===== config.mk =====
export PLATFORM = sky130hd
export DESIGN_NAME = core_ctrl_fsm
export DESIGN_NICKNAME = d
export VERILOG_FILES = /design/src/rtl/ctrl_pkg.sv /design/src/rtl/core_ctrl_fsm_decode.sv /design/src/rtl/core_ctrl_fsm.sv
export SDC_FILE = /design/constraint.sdc
export NUM_CORES = 1
export LEC_CHECK = 0
export CORE_MARGIN = 3
export CORE_UTILIZATION = 40
export DETAILED_ROUTE_END_ITERATION = 8
export PLACE_DENSITY_LB_ADDON = 0.1
export SYNTH_ARGS = -nofsm -noshare
export SYNTH_HDL_FRONTEND = slang
export SYNTH_SLANG_ARGS = --single-unit

===== constraint.sdc =====
create_clock -name clk -period 5.8 [get_ports clk]
set_clock_uncertainty 0.15 [all_clocks]
set_input_delay 1.16 -clock clk [delete_from_list [all_inputs] [get_ports clk]]
set_output_delay 1.16 -clock clk [all_outputs]
set_load 0.1 [all_outputs]

===== src/rtl/ctrl_pkg.sv =====
// Shared definitions for the RV32 multi-cycle control sequencer: FSM states,
// opcode constants, ALU/writeback/trap encodings and the funct3 -> ALU op map.
package ctrl_pkg;

    typedef enum logic [1:0] {
        FETCH = 2'd0,
        EXEC  = 2'd1,
        MEM   = 2'd2,
        TRAP  = 2'd3
    } state_t;

    typedef enum logic [2:0] {
        CLS_ALU     = 3'd0,
        CLS_JALR    = 3'd1,
        CLS_LOAD    = 3'd2,
        CLS_STORE   = 3'd3,
        CLS_ILLEGAL = 3'd4
    } op_class_t;

    localparam logic [6:0] OPC_OP     = 7'b0110011;
    localparam logic [6:0] OPC_OP_IMM = 7'b0010011;
    localparam logic [6:0] OPC_JALR   = 7'b1100111;
    localparam logic [6:0] OPC_LOAD   = 7'b0000011;
    localparam logic [6:0] OPC_STORE  = 7'b0100011;

    localparam logic [2:0] F3_WORD = 3'b010;

    localparam logic [2:0] ALU_ADD = 3'd0;
    localparam logic [2:0] ALU_SUB = 3'd1;
    localparam logic [2:0] ALU_AND = 3'd2;
    localparam logic [2:0] ALU_OR  = 3'd3;
    localparam logic [2:0] ALU_XOR = 3'd4;
    localparam logic [2:0] ALU_SLT = 3'd5;
    localparam logic [2:0] ALU_SLL = 3'd6;
    localparam logic [2:0] ALU_SRL = 3'd7;

    localparam logic [1:0] WB_ALU = 2'd0;
    localparam logic [1:0] WB_MEM = 2'd1;
    localparam logic [1:0] WB_PC4 = 2'd2;

    localparam logic [1:0] CAUSE_NONE    = 2'd0;
    localparam logic [1:0] CAUSE_ILLEGAL = 2'd1;
    localparam logic [1:0] CAUSE_IMEM_TO = 2'd2;
    localparam logic [1:0] CAUSE_DMEM_TO = 2'd3;

    // funct3 -> ALU op. SLTU shares SLT and SRA shares SRL: the ALU has no
    // unsigned compare or arithmetic shift. 'sub' only matters for ADD/SUB.
    function automatic logic [2:0] alu_op_from_f3(input logic [2:0] f3,
                                                  input logic       sub);
        logic [2:0] op;
        case (f3)
            3'b000:  op = sub ? ALU_SUB : ALU_ADD;
            3'b001:  op = ALU_SLL;
            3'b010:  op = ALU_SLT;
            3'b011:  op = ALU_SLT;
            3'b100:  op = ALU_XOR;
            3'b101:  op = ALU_SRL;
            3'b110:  op = ALU_OR;
            default: op = ALU_AND;
        endcase
        return op;
    endfunction

endpackage


===== src/rtl/core_ctrl_fsm_decode.sv =====
// Pure combinational instruction decode: classifies the instruction and
// derives the ALU operation, operand select and writeback source.
module core_ctrl_fsm_decode
    import ctrl_pkg::*;
(
    input  logic [31:0] instr,
    output logic [2:0]  alu_op,
    output logic        alu_src,
    output logic [1:0]  wb_sel,
    output op_class_t   op_class,
    output logic        illegal,
    output logic        rd_zero
);

    logic [6:0] opcode;
    logic [2:0] funct3;
    logic       funct7_b5;
    logic       unused_bits;

    assign opcode      = instr[6:0];
    assign funct3      = instr[14:12];
    assign funct7_b5   = instr[30];
    assign rd_zero     = (instr[11:7] == 5'd0);
    assign unused_bits = ^{instr[31], instr[29:15]};

    // Opcode/funct3 decode; anything unrecognised defaults to illegal.
    always_comb begin
        alu_op   = ALU_ADD;
        alu_src  = 1'b0;
        wb_sel   = WB_ALU;
        op_class = CLS_ILLEGAL;
        illegal  = 1'b1;
        case (opcode)
            OPC_OP: begin
                op_class = CLS_ALU;
                illegal  = 1'b0;
                alu_op   = alu_op_from_f3(funct3, funct7_b5);
            end
            OPC_OP_IMM: begin
                // funct7[5] only distinguishes SRAI, which maps to SRL anyway.
                op_class = CLS_ALU;
                illegal  = 1'b0;
                alu_src  = 1'b1;
                alu_op   = alu_op_from_f3(funct3, 1'b0);
            end
            OPC_JALR: begin
                op_class = CLS_JALR;
                illegal  = 1'b0;
                alu_src  = 1'b1;
                wb_sel   = WB_PC4;
            end
            OPC_LOAD: begin
                if (funct3 == F3_WORD) begin
                    op_class = CLS_LOAD;
                    illegal  = 1'b0;
                    alu_src  = 1'b1;
                    wb_sel   = WB_MEM;
                end
            end
            OPC_STORE: begin
                if (funct3 == F3_WORD) begin
                    op_class = CLS_STORE;
                    illegal  = 1'b0;
                    alu_src  = 1'b1;
                end
            end
            default: ;
        endcase
    end

endmodule


===== src/rtl/core_ctrl_fsm.sv =====
// Multi-cycle control sequencer for the single-issue RV32 datapath:
// FETCH -> EXEC -> (MEM) -> FETCH, with a sticky TRAP state on faults.
//
// Handshake: imem_req/dmem_req are held high for as long as the FSM sits in
// FETCH/MEM; a transfer completes on the rising edge where the matching
// *_ready is high. A request that waits MEM_TIMEOUT cycles traps instead,
// unless ready arrives on that final cycle, in which case ready wins.
module core_ctrl_fsm
    import ctrl_pkg::*;
#(
    parameter int MEM_TIMEOUT = 16,
    parameter int CNT_W       = 32
) (
    input  logic             clk,
    input  logic             rst_n,
    input  logic [31:0]      instr,
    output logic             imem_req,
    input  logic             imem_ready,
    output logic             dmem_req,
    input  logic             dmem_ready,
    output logic             ir_en,
    output logic             pc_en,
    output logic             pc_sel,
    output logic             reg_wen,
    output logic             alu_src,
    output logic [2:0]       alu_op,
    output logic             mem_wen,
    output logic             mem_ren,
    output logic [1:0]       wb_sel,
    output logic             trap,
    output logic [1:0]       trap_cause,
    output logic [CNT_W-1:0] instret
);

    localparam logic [7:0] TIMEOUT = 8'(MEM_TIMEOUT);

    state_t           state_q, state_d;
    logic [7:0]       wait_cnt_q, wait_cnt_d;
    logic [CNT_W-1:0] instret_q, instret_d;
    logic             trap_q, trap_d;
    logic [1:0]       trap_cause_q, trap_cause_d;

    logic [2:0]  dec_alu_op;
    logic        dec_alu_src;
    logic [1:0]  dec_wb_sel;
    op_class_t   dec_class;
    logic        dec_illegal;
    logic        dec_rd_zero;
    logic [7:0]  wait_inc;
    logic        retire;

    core_ctrl_fsm_decode u_decode (
        .instr    (instr),
        .alu_op   (dec_alu_op),
        .alu_src  (dec_alu_src),
        .wb_sel   (dec_wb_sel),
        .op_class (dec_class),
        .illegal  (dec_illegal),
        .rd_zero  (dec_rd_zero)
    );

    assign wait_inc = wait_cnt_q + 8'd1;

    // Next-state, wait counter and all datapath controls.
    always_comb begin
        state_d      = state_q;
        wait_cnt_d   = wait_cnt_q;
        trap_d       = trap_q;
        trap_cause_d = trap_cause_q;
        retire       = 1'b0;
        imem_req     = 1'b0;
        dmem_req     = 1'b0;
        ir_en        = 1'b0;
        pc_en        = 1'b0;
        pc_sel       = 1'b0;
        reg_wen      = 1'b0;
        alu_src      = 1'b0;
        alu_op       = ALU_ADD;
        mem_wen      = 1'b0;
        mem_ren      = 1'b0;
        wb_sel       = WB_ALU;
        case (state_q)
            FETCH: begin
                imem_req = 1'b1;
                if (imem_ready) begin
                    ir_en      = 1'b1;
                    state_d    = EXEC;
                    wait_cnt_d = 8'd0;
                end else if (wait_inc >= TIMEOUT) begin
                    state_d      = TRAP;
                    wait_cnt_d   = 8'd0;
                    trap_d       = 1'b1;
                    trap_cause_d = CAUSE_IMEM_TO;
                end else begin
                    wait_cnt_d = wait_inc;
                end
            end
            EXEC: begin
                if (dec_illegal) begin
                    state_d      = TRAP;
                    trap_d       = 1'b1;
                    trap_cause_d = CAUSE_ILLEGAL;
                end else begin
                    alu_src = dec_alu_src;
                    alu_op  = dec_alu_op;
                    case (dec_class)
                        CLS_ALU, CLS_JALR: begin
                            pc_sel  = (dec_class == CLS_JALR);
                            wb_sel  = dec_wb_sel;
                            reg_wen = ~dec_rd_zero;
                            pc_en   = 1'b1;
                            retire  = 1'b1;
                            state_d = FETCH;
                        end
                        default: begin
                            // Loads/stores: address is formed now, wb waits for MEM.
                            wb_sel  = WB_ALU;
                            state_d = MEM;
                        end
                    endcase
                end
            end
            MEM: begin
                dmem_req = 1'b1;
                alu_src  = 1'b1;
                alu_op   = ALU_ADD;
                mem_ren  = (dec_class == CLS_LOAD);
                mem_wen  = (dec_class == CLS_STORE);
                if (dmem_ready) begin
                    if (dec_class == CLS_LOAD) begin
                        wb_sel  = WB_MEM;
                        reg_wen = ~dec_rd_zero;
                    end
                    pc_en      = 1'b1;
                    retire     = 1'b1;
                    state_d    = FETCH;
                    wait_cnt_d = 8'd0;
                end else if (wait_inc >= TIMEOUT) begin
                    state_d      = TRAP;
                    wait_cnt_d   = 8'd0;
                    trap_d       = 1'b1;
                    trap_cause_d = CAUSE_DMEM_TO;
                end else begin
                    wait_cnt_d = wait_inc;
                end
            end
            default: ; // TRAP: absorbing, every strobe stays low
        endcase
        // While reset is held, strobes drop immediately, not at the next edge.
        if (!rst_n) begin
            imem_req = 1'b0;
            dmem_req = 1'b0;
            ir_en    = 1'b0;
            pc_en    = 1'b0;
            pc_sel   = 1'b0;
            reg_wen  = 1'b0;
            alu_src  = 1'b0;
            alu_op   = ALU_ADD;
            mem_wen  = 1'b0;
            mem_ren  = 1'b0;
            wb_sel   = WB_ALU;
            retire   = 1'b0;
        end
        instret_d = retire ? instret_q + {{(CNT_W-1){1'b0}}, 1'b1} : instret_q;
    end

    // State, wait counter, retire counter and sticky trap registers.
    always_ff @(posedge clk or negedge rst_n) begin
        if (!rst_n) begin
            state_q      <= FETCH;
            wait_cnt_q   <= 8'd0;
            instret_q    <= '0;
            trap_q       <= 1'b0;
            trap_cause_q <= CAUSE_NONE;
        end else begin
            state_q      <= state_d;
            wait_cnt_q   <= wait_cnt_d;
            instret_q    <= instret_d;
            trap_q       <= trap_d;
            trap_cause_q <= trap_cause_d;
        end
    end

    assign trap       = trap_q;
    assign trap_cause = trap_cause_q;
    assign instret    = instret_q;

endmodule


# Word-level counts from Yosys, hierarchy flattened
# Index checks and enable logic that the tools add are counted.
# word_totals
ff_bits	45
in_bits	36
out_inout_bits	49
wordCells	116
# op_classes
n_addsub	2
magnitude_cmp	1
eq_ne	21
n_mux	72
bitwise	1
reduce_logical	14
# ops
cell	n
$mux 1	36
$pmux 3 s6	2
$add 32x1->32 const B	1
$mux 2	13
$mux 8	3
$pmux 8 s2	1
$mux 3	5
$eq 7x6->1 const B	2
$eq 3x2->1 const B	4
$pmux 2 s3	2
$pmux 3 s4	1
$ne 2x2->1 const B	5
$pmux 1 s2	5
$reduce_or 2->1	5
$eq 3x3->1 const B	3
$add 8x1->8 const B	1
$ge 8x5->1 const B	1
$pmux 2 s2	2
$eq 7x2->1 const B	1
$eq 7x5->1 const B	1
$eq 7x7->1 const B	1
$eq 3x1->1 const B	2
$logic_not 3->1	2
$pmux 3 s2	1
11 further kinds	11

# Depth between registers and ports, before layout
# Gate-level depths: netlist of run 1.
# depth
word_depth	9
ltp_mapped	8

# Hierarchy
# Synthesis of run 1 repeated with hierarchy kept, for this count alone.
# hier_totals
cells_unflattened	251
area_unflattened_um2	2509.9
# modules_own_cells
mod	n_inst	cells_each	area_per_inst_um2	seq_area_each_um2
core_ctrl_fsm	1	221	2306.0	1126.1
core_ctrl_fsm_decode	1	30	203.9	0.0

# Worst setup path before layout of run 1
# OpenSTA, ideal clock, no wires.
# synth_timing
path_type	input -> output
from	input instr[2]
to	output alu_op[2]
t_arrival_ns	4.201
required_time_ns	4.490
slack_ns	0.289
stages	3
n_path_buf	0
path_cell_list	or3b_4 or3_1 a211oi_1
# synth_via
elab_chain_cells	6
elab_cells_between_ends	12
classes_between	eq/ne: 5; mux: 5; reduce/logical: 2
# synth_rtl
item	line_no	source
start, declared	core_ctrl_fsm.sv:16	input logic [31:0] instr,
$eq 7x7->1 (tied with other cells)	core_ctrl_fsm_decode.sv:33	case (opcode)
$reduce_or 3->1 (no line) / $reduce_or 2->1 (equally long branches)	--	
$pmux 1 s2	core_ctrl_fsm_decode.sv:33	
$mux 3 *	core_ctrl_fsm.sv:99	if (dec_illegal) begin
$mux 3 *	core_ctrl_fsm.sv:82	case (state_q)
$mux 3 *	core_ctrl_fsm.sv:150	if (!rst_n) begin
end, declared	core_ctrl_fsm.sv:26	output logic [2:0] alu_op,
# Mark *: on every way between the ends. The rest lies on a longest branch, timed or not.

# Worst setup path in the final report of run 1
# layout_timing
from	input instr[13]
to	output reg_wen
# layout_via
elab_chain_cells	9
elab_cells_between_ends	16
classes_between	eq/ne: 3; mux: 11; reduce/logical: 2
# layout_rtl
item	line_no	source
$eq 3x2->1 *	core_ctrl_fsm_decode.sv:53, core_ctrl_fsm_decode.sv:61	
$mux 3 (on tied branches)	core_ctrl_fsm_decode.sv:61, core_ctrl_fsm_decode.sv:53	
$pmux 3 s4	core_ctrl_fsm_decode.sv:33	
$eq 3x1->1 / $logic_not 3->1 (equally long branches)	core_ctrl_fsm.sv:106	case (dec_class)
$reduce_or 2->1	core_ctrl_fsm.sv:106	
$mux 1	core_ctrl_fsm.sv:106	
$mux 1	core_ctrl_fsm.sv:99	
$pmux 1 s2 *	core_ctrl_fsm.sv:82	
$mux 1 *	core_ctrl_fsm.sv:150	
end, declared	core_ctrl_fsm.sv:24	output logic reg_wen,
# Marked as above.

==> impl_summary.md, run 1 <==
Critical path
The data arrival at the endpoint of the critical path is 3.48 ns. The worst register-to-register path has a setup slack of 3.10 ns. The classification of the worst setup path is input port to output pin. The count of cells along the worst register-to-register path is 7. The launching point of the worst reg2reg path is state_q[0]. The nature of the critical path startpoint is an input port.

STA classifies the critical path endpoint as an output pin. The data required time of the critical path is 4.49 ns. The maximum fanout count along the critical path is 6. In this run the critical register-to-register path is captured at instret[23].

Drt
After detailed routing, the number of vias per cell comes to 5.19. The final routed DRC violation total is 0. The number of nets with antenna violations after routing is 0. In the final routed layout, each cell accounts on average for 14.0 um. The final routed wirelength across all metal layers is 5.69 mm.

Before antenna repair, the detailed router went through 4 iterations. In this run, the number of DRC markers left after iteration 0 of detailed routing was 80. The via count of the routed design is 2106.

Placed design
The count of buffers added on input and output ports is 68. The half-perimeter wire length of the detailed placement result is 4.17 mm. The area after detailed placement is 3250 sq um.

The final weighted congestion of routability-driven global placement is 0.777. The number of placed instances, taps included, is 398.

Clock network
For this design, the CTS-stage hold fixing added 0 buffers. The clock sink count is 45. Once the clock tree was built, the setup fixing pass inserted 0 buffers. The clock-pin slew of the registers on the worst-case setup and hold paths is 0.08 ns. The buffer levels on the longest clock path is 2. The tree is rooted in a clkbuf_8.

The H-tree depth is 2. TritonCTS built the clock tree. Counting the buffers created by CTS gives 5. The clock latency on the worst-skew pair is 0.29 ns. The number of resized instances in the post-cts repair step is 0.

Cells and area
At the end of the flow, the number of nets in the layout was 373. For this run, the number of standard cells in the final layout without fillers is 406. The number of antenna diodes is 0. The finished cells cover 3330 sq um. Of the cells placed in the final design, the portion with a size suffix greater than 1 is 0.106.

From synthesis to final layout, the design area changed by 32.5%.

Floorplan
The die boundary width is 85.3 um. The die covers 7270 sq um. The die span in y is 85.3 um. During I/O placement, the number of pins put on the boundary was 85.

The starting density of the core is 0.420. The number of placement rows is 28. The region available for standard cell placement spans 5990 sq um.

Synth
Counting flops with an async set or reset pin after synthesis yields a share of 1.00. The number of synthesized flops with an enable pin is 0. Yosys mapped the design onto 49 distinct sky130hd cell types.

During synthesis, Yosys emitted a total of 0 warnings. Among all flip-flop cells after synthesis, the most frequent one is dfrtp_1. Counting every instance in the synthesized netlist gives 257. The cell area after synthesis is 2510 sq um.

The synthesized design contains 45 register bits. The share of the Yosys chip area taken by registers is 0.448. Synthesis produced a netlist with a net count of 300. In this run the mean area of a mapped cell was 9.78 sq um.

GRT
The maximum number of pins on one net before global-route repair is 45. For this run, the total global-route usage over all layers was measured as 0.168. The via count of the first global-routing pass is 2138. The initial antenna violation count is 0. The total overflow left after global routing is 0. The global-route wire length before repair is 10.0 mm.

Power
The largest vdd supply drop is 265 uV. The leakage dissipation is 1.50 nW. Power spread over the standard cell area amounts to 289 nW/um^2.

STA
The final-layout setup total negative slack is 0 ns. The worst slew slack as a fraction of its limit is 0.347. The final hold slack is 0.322 ns. The max-slew violation count is 0. Setup repair after global routing left no endpoint under its margin. Static timing analysis puts the maximum clock frequency at 209 MHz. Dividing the final minimum period by the clock period gives 0.827. The number of hold violations in the final report is 0. The final period demand of the worst path is 4.79 ns. The actual slew at the worst max-slew pin is 0.977 ns. Setup violations remaining at the end of the flow were counted as 0.

Hold path
The path with the worst hold slack has its endpoint at trap. The startpoint of the lowest-slack hold path is trap. Counting instances, the worst hold path has a depth of 1. In this run the worst hold path is classified as flop to flop.

Run status
The flow ran to the end, and the final reports show no timing, DRC or antenna violations.

Job
The tool flagged a number of max-cap violations equal to 0.
metal layers:
layer	GRT usage	share of wire	vias to the layer above
li1	-	-	1058
met1	0.230	0.47	977
met2	0.265	0.45	65
met3	0.0398	0.062	6
met4	0.0489	0.012	0
met5	0	0	-
flip-flops by register name, indices dropped and copies added, names as in the netlist:
signal	cells
trap_cause	2
wait_cnt_q	8
instret	32
state_q	2
trap	1
worst max-delay path, cell delays in order:
cell and delay [ns]:
clkdlybuf4s50_1 0.59, or3b_1 0.43, nor4_1 0.19, nand2_1 0.13, or3_1 0.42, a221oi_2 0.25, buf_4 0.32
synth_stat cells (2+ instances only):
master / number / area share
ha_1: 7 / 0.035
inv_1: 10 / 0.015
nor4_1: 3 / 0.0075
dfrtp_1: 45 / 0.45
o21ai_0: 5 / 0.010
and4_1: 4 / 0.014
nand3_1: 13 / 0.026
a211o_1: 2 / 0.0070
xnor2_1: 18 / 0.063
nand2_1: 29 / 0.043
mux2i_1: 3 / 0.012
nand3b_1: 2 / 0.0060
nor2_1: 18 / 0.027
nor3_1: 17 / 0.034
a21o_1: 2 / 0.0060
or3_1: 2 / 0.0050
nand4b_1: 2 / 0.0070
and3_1: 6 / 0.015
and2_1: 7 / 0.017
a21oi_1: 9 / 0.018
o31ai_1: 3 / 0.0090
xor2_1: 14 / 0.049
nand4_1: 8 / 0.020
nor3_2: 3 / 0.012
final cells by class:
type | instances | area, sq um
fillers | 544 | 2660
multi-input cells | 198 | 1330
flip-flops and latches | 45 | 1130
repair buffers | 69 | 656
well taps | 75 | 93.8
clock buffers | 6 | 72.6
inverters | 11 | 41.3
clock inverters | 2 | 10.0
where the power goes:
part	internal [W]	leakage, nW	total, W	switching, W
logic	0.000120	0.852	0.000400	0.000279
registers	0.000344	0.605	0.000377	0.0000327
clock network	0.0000836	0.0450	0.000186	0.000102
total	0.000548	1.50	0.000962	0.000414
stage by stage:
stage	total power, W	setup WS (ns)	utilization
after floorplan	0.000679	0.289	-
after global placement	0.000784	1.02	0.542
after detailed placement	0.000785	1.01	0.542
after CTS	0.000977	0.993	0.556
after global routing	0.00103	0.862	0.556
final	0.000962	1.01	0.556
cell families after synthesis:
family                   share of synthesized area
AND/OR/NAND/NOR                              0.266
buffers and inverters                       0.0229
adder cells (fa/ha/maj)                     0.0348
multiplexers                                0.0164
AO/OA/AOI/OAI                                0.101
flip-flops                                   0.448
XOR/XNOR                                     0.111
placed cells by master (no fill, tap or decap), drive strengths merged, types with 2 or more instances in the layout:
cell type      count
mux2i              3
xor2              14
or3                2
and2               7
and4               4
buf               13
nor3              20
o31ai              3
or3b               3
and3               6
inv               11
a211o              2
nand3b             2
nand3             13
nor4               4
clkinv             2
a21o               2
nand4b             2
clkdlybuf4s50     56
o21ai              6
ha                 7
nor2              19
clkbuf             6
dfrtp             45
nand4              8
a211oi             2
nand2             29
xnor2             18
a21oi              9
how the worst max path moves through the flow:
| stage | start | end | slack [ns] | cells after the start |
|---|---|---|---|---|
| after floorplan | instr[2] | alu_op[2] | 0.29 | 3 |
| after global placement | instr[13] | reg_wen | 1.02 | 7 |
| after detailed placement | instr[13] | reg_wen | 1.01 | 7 |
| after CTS | instr[13] | reg_wen | 0.99 | 7 |
| after global routing | instr[13] | reg_wen | 0.86 | 7 |
| final | instr[13] | reg_wen | 1.01 | 7 |
No activity file was read; power rests on OpenSTA's default activity.
==> run 2, diff against run 1 <==
==> constraint.sdc (replaced) <==
create_clock -name clk -period 4 [get_ports clk]
set_clock_uncertainty 0.15 [all_clocks]
set_input_delay 0.8 -clock clk [delete_from_list [all_inputs] [get_ports clk]]
set_output_delay 0.8 -clock clk [all_outputs]
set_load 0.1 [all_outputs]
==> impl_summary.md, run 2 (synthesized netlist as in run 1, its figures left out) <==
Run status
The run finished with clean final reports.

Clock network
The number of resized instances in the post-cts repair step is 0 (unchanged). The buffer levels on the longest clock path is 2 (unchanged). The clock sink count is 45 (unchanged).

The H-tree depth is 2 (unchanged). The number of buffers inserted to repair setup after CTS is 0 (unchanged). The tree is rooted in a clkbuf_8. The CTS buffer count is 5 (unchanged).

The clock tree from TritonCTS is done. The clock latency on the worst-skew pair is 0.29 ns (about the same). The clock-pin slew of the registers on the worst-case setup and hold paths is 0.08 ns (about the same).

The number of hold buffers added after cts came to 0 (unchanged).

Job
The count of maximum capacitance violations is 0 (unchanged).

Critical path
By startpoint and endpoint, the worst setup path is classified as input port to output pin. In this run the critical register-to-register path is launched from state_q[0]. The reg-to-reg setup timing slack is 1.27 ns (-1.83 ns). The most critical setup path has its endpoint at reg_wen. The longest individual stage delay on the worst path came to 0.47 ns (-0.12 ns). STA classifies the critical path endpoint as an output pin.

The worst register-to-register path ends at instret[11]. The nature of the critical path startpoint is an input port. The signal on the critical path passes through clkdlybuf4s50_1 > or3b_1 > nor4_1 > nand2_1 > or3_4 > a221oi_4 > buf_12.

The cell at the slowest stage of the critical path is clkdlybuf4s50_1. The maximum fanout count along the critical path is 3 (-3). The data required time of the critical path is 3.05 ns (-1.44 ns). The count of cells along the worst register-to-register path is 7 (unchanged). In this run the worst setup path begins at instr[13]. The data arrival at the endpoint of the critical path was 2.92 ns (-0.56 ns).

Drt
The ratio of routed vias to standard cells came to 5.14 (-0.98%). The detailed-router iteration count before antenna repair was 4 (unchanged). The final routed wirelength across all metal layers is 5.83 mm (+2.4%). The via count of the routed design is 2111 (+0.24%).

The number of nets with antenna violations after routing is 0 (unchanged). The post-detailed-route wirelength per cell came to 14.2 um (+1.2%). The number of violations reported at the end of detailed-routing iteration 0 is 69 (-14%).

The final routed DRC violation total was 0 (unchanged).

Hold path
The depth of the worst hold-timing path is 1 (unchanged). The kind of path behind the tightest hold check is flop to flop.

GRT
The overall overflow remaining after global route is 0 (unchanged). The global-route wire length before repair is 10.1 mm (+0.69%). The all-layer global routing usage is 0.170 (+0.00254). The initial antenna violation count is 0 (unchanged). The via count of the first global-routing pass came to 2097 (-1.9%). The maximum number of pins on one net before global-route repair is 49 (+8.9%).

Floorplan
The number of placement rows is 28 (unchanged). The number of placed I/O pins is 85 (unchanged). The placeable core region is 5990 sq um (unchanged). The die span in y is 85.3 um (unchanged). The die boundary width is 85.3 um (unchanged).

The area of the die is 7270 sq um (unchanged). The starting density of the core is 0.420 (unchanged).

STA
Setup repair after global routing left no endpoint under its margin. The worst path in the final design needs a cycle of 3.87 ns, including I/O delays and setup. The final cycle utilization of the critical path is 0.969. The max-slew violation count is 0 (unchanged). The final-layout setup total negative slack is 0 ns (unchanged). The final-report setup violation count is 0 (unchanged).

The worst slew slack as a fraction of its limit was 0.334 (-0.0127). The actual slew at the worst max-slew pin is 0.996 ns (+0.0190 ns). The maximum clock frequency is 258 MHz.

The number of hold violations in the final report is 0 (unchanged).

Cells and area
The top cell types in the final layout, fill and taps aside, are 53 x clkdlybuf4s50_1, 45 x dfrtp_1, 29 x nand2_1. The post-layout net count is 378 (+1.3%). The number of inserted filler cells in the final layout is 527 (-3.1%). The flip-flop count of the largest register after layout is 32 (unchanged).

The share of cells above drive strength 1 is 0.146 (+0.0401). Leaving out fill and tap cells, the most frequent cell in the layout is clkdlybuf4s50_1. The final design utilization is 0.593 (+0.0368). The footprint of the multi-input gates was 1360 sq um (+2.5%). The number of antenna diodes is 0 (unchanged). Relative to the synthesized area, the layout overhead comes to 41.2%.

The area used by sequential logic in the layout is 1130 sq um (unchanged).

Power
The proportion of total power due to net switching was 0.421 (-0.00898). The proportion of power drawn by the clock network is 0.210 (+0.017). The relative contribution of combinational cells to total power was 0.412 (-0.004).

The largest vdd supply drop came to 508 uV (+91%). The share of total power in sequential cells is 0.378 (-0.013). The power dissipated by switching net loads is 0.000610 W (+47%). The power density over the cells is 407 nW/um^2 (+41%). The leakage dissipation is 1.57 nW (+4.8%). The internal power consumption is 0.000837 W (+53%). The post-layout total power was 0.00145 W (+50%).

Placed design
The count of buffers inserted at the top-level ports is 68 (unchanged). The half-perimeter wire length of the detailed placement result is 4.32 mm (+3.7%). The final weighted congestion of routability-driven global placement is 0.808 (+4.0%).
run 2: final cells by class:
class	instances	area share
Clock buffer	7	0.0271
Clock inverter	1	0.00141
Sequential cell	45	0.317
Timing Repair Buffer	74	0.232
Multi-Input combinational cell	198	0.384
Inverter	11	0.0116
Tap cell	75	0.0264
run 2: power by group through the flow:
stage                     clock network [W]  logic, W  registers, W
after global routing               0.000337  0.000644      0.000556
after floorplan                           0  0.000281      0.000708
after detailed placement                  0  0.000598      0.000557
after CTS                          0.000316  0.000600      0.000548
final                              0.000304  0.000596      0.000547
after global placement                    0  0.000593      0.000556
run 2: worst min path at each step:
stage / startpoint / end / slack, ns
finish: trap / trap / 0.33
floorplan: wait_cnt_q[7] / wait_cnt_q[7] / 0.33
global route: trap / trap / 0.35
CTS: trap / trap / 0.33
detailed placement: trap / trap / 0.30
global placement: trap / trap / 0.30
run 2: critical path, delay by kind of cell:
family,cells,cell delay (ns)
AO/OA/AOI/OAI,1,0.30
buffers and inverters,2,0.68
AND/OR/NAND/NOR,4,1.13
run 2: per-layer routing:
layer	vias to the layer above	track usage	wire, um
li1	1063	-	-
met1	988	0.241	2890
met2	53	0.266	2570
met3	7	0.0340	282
met4	0	0.0475	84
met5	-	0	0
run 2: metrics by stage:
stage                     hold WS [ns]  setup slack, ns  instances  area, sq um
after floorplan                  0.327           -0.628        257         2540
after global placement           0.303           0.0968        403         3440
after detailed placement         0.305           0.0805        403         3440
after CTS                        0.326           0.0636        411         3540
after global routing             0.346           0.0335        411         3550
final                            0.326            0.125        411         3550
==> run 3, diff against run 2 <==
--- a/config.mk
+++ b/config.mk
@@ -7,8 +7,10 @@
 export LEC_CHECK = 0
 export CORE_MARGIN = 3
 export CORE_UTILIZATION = 40
+export CTS_CLUSTER_DIAMETER = 50
 export DETAILED_ROUTE_END_ITERATION = 8
 export PLACE_DENSITY_LB_ADDON = 0.1
+export SLEW_MARGIN = 20
 export SYNTH_ARGS = -nofsm -noshare
 export SYNTH_HDL_FRONTEND = slang
 export SYNTH_SLANG_ARGS = --single-unit
==> results of run 3 <==
No change in the layout: final DEF, timing and power equal those of run 2.
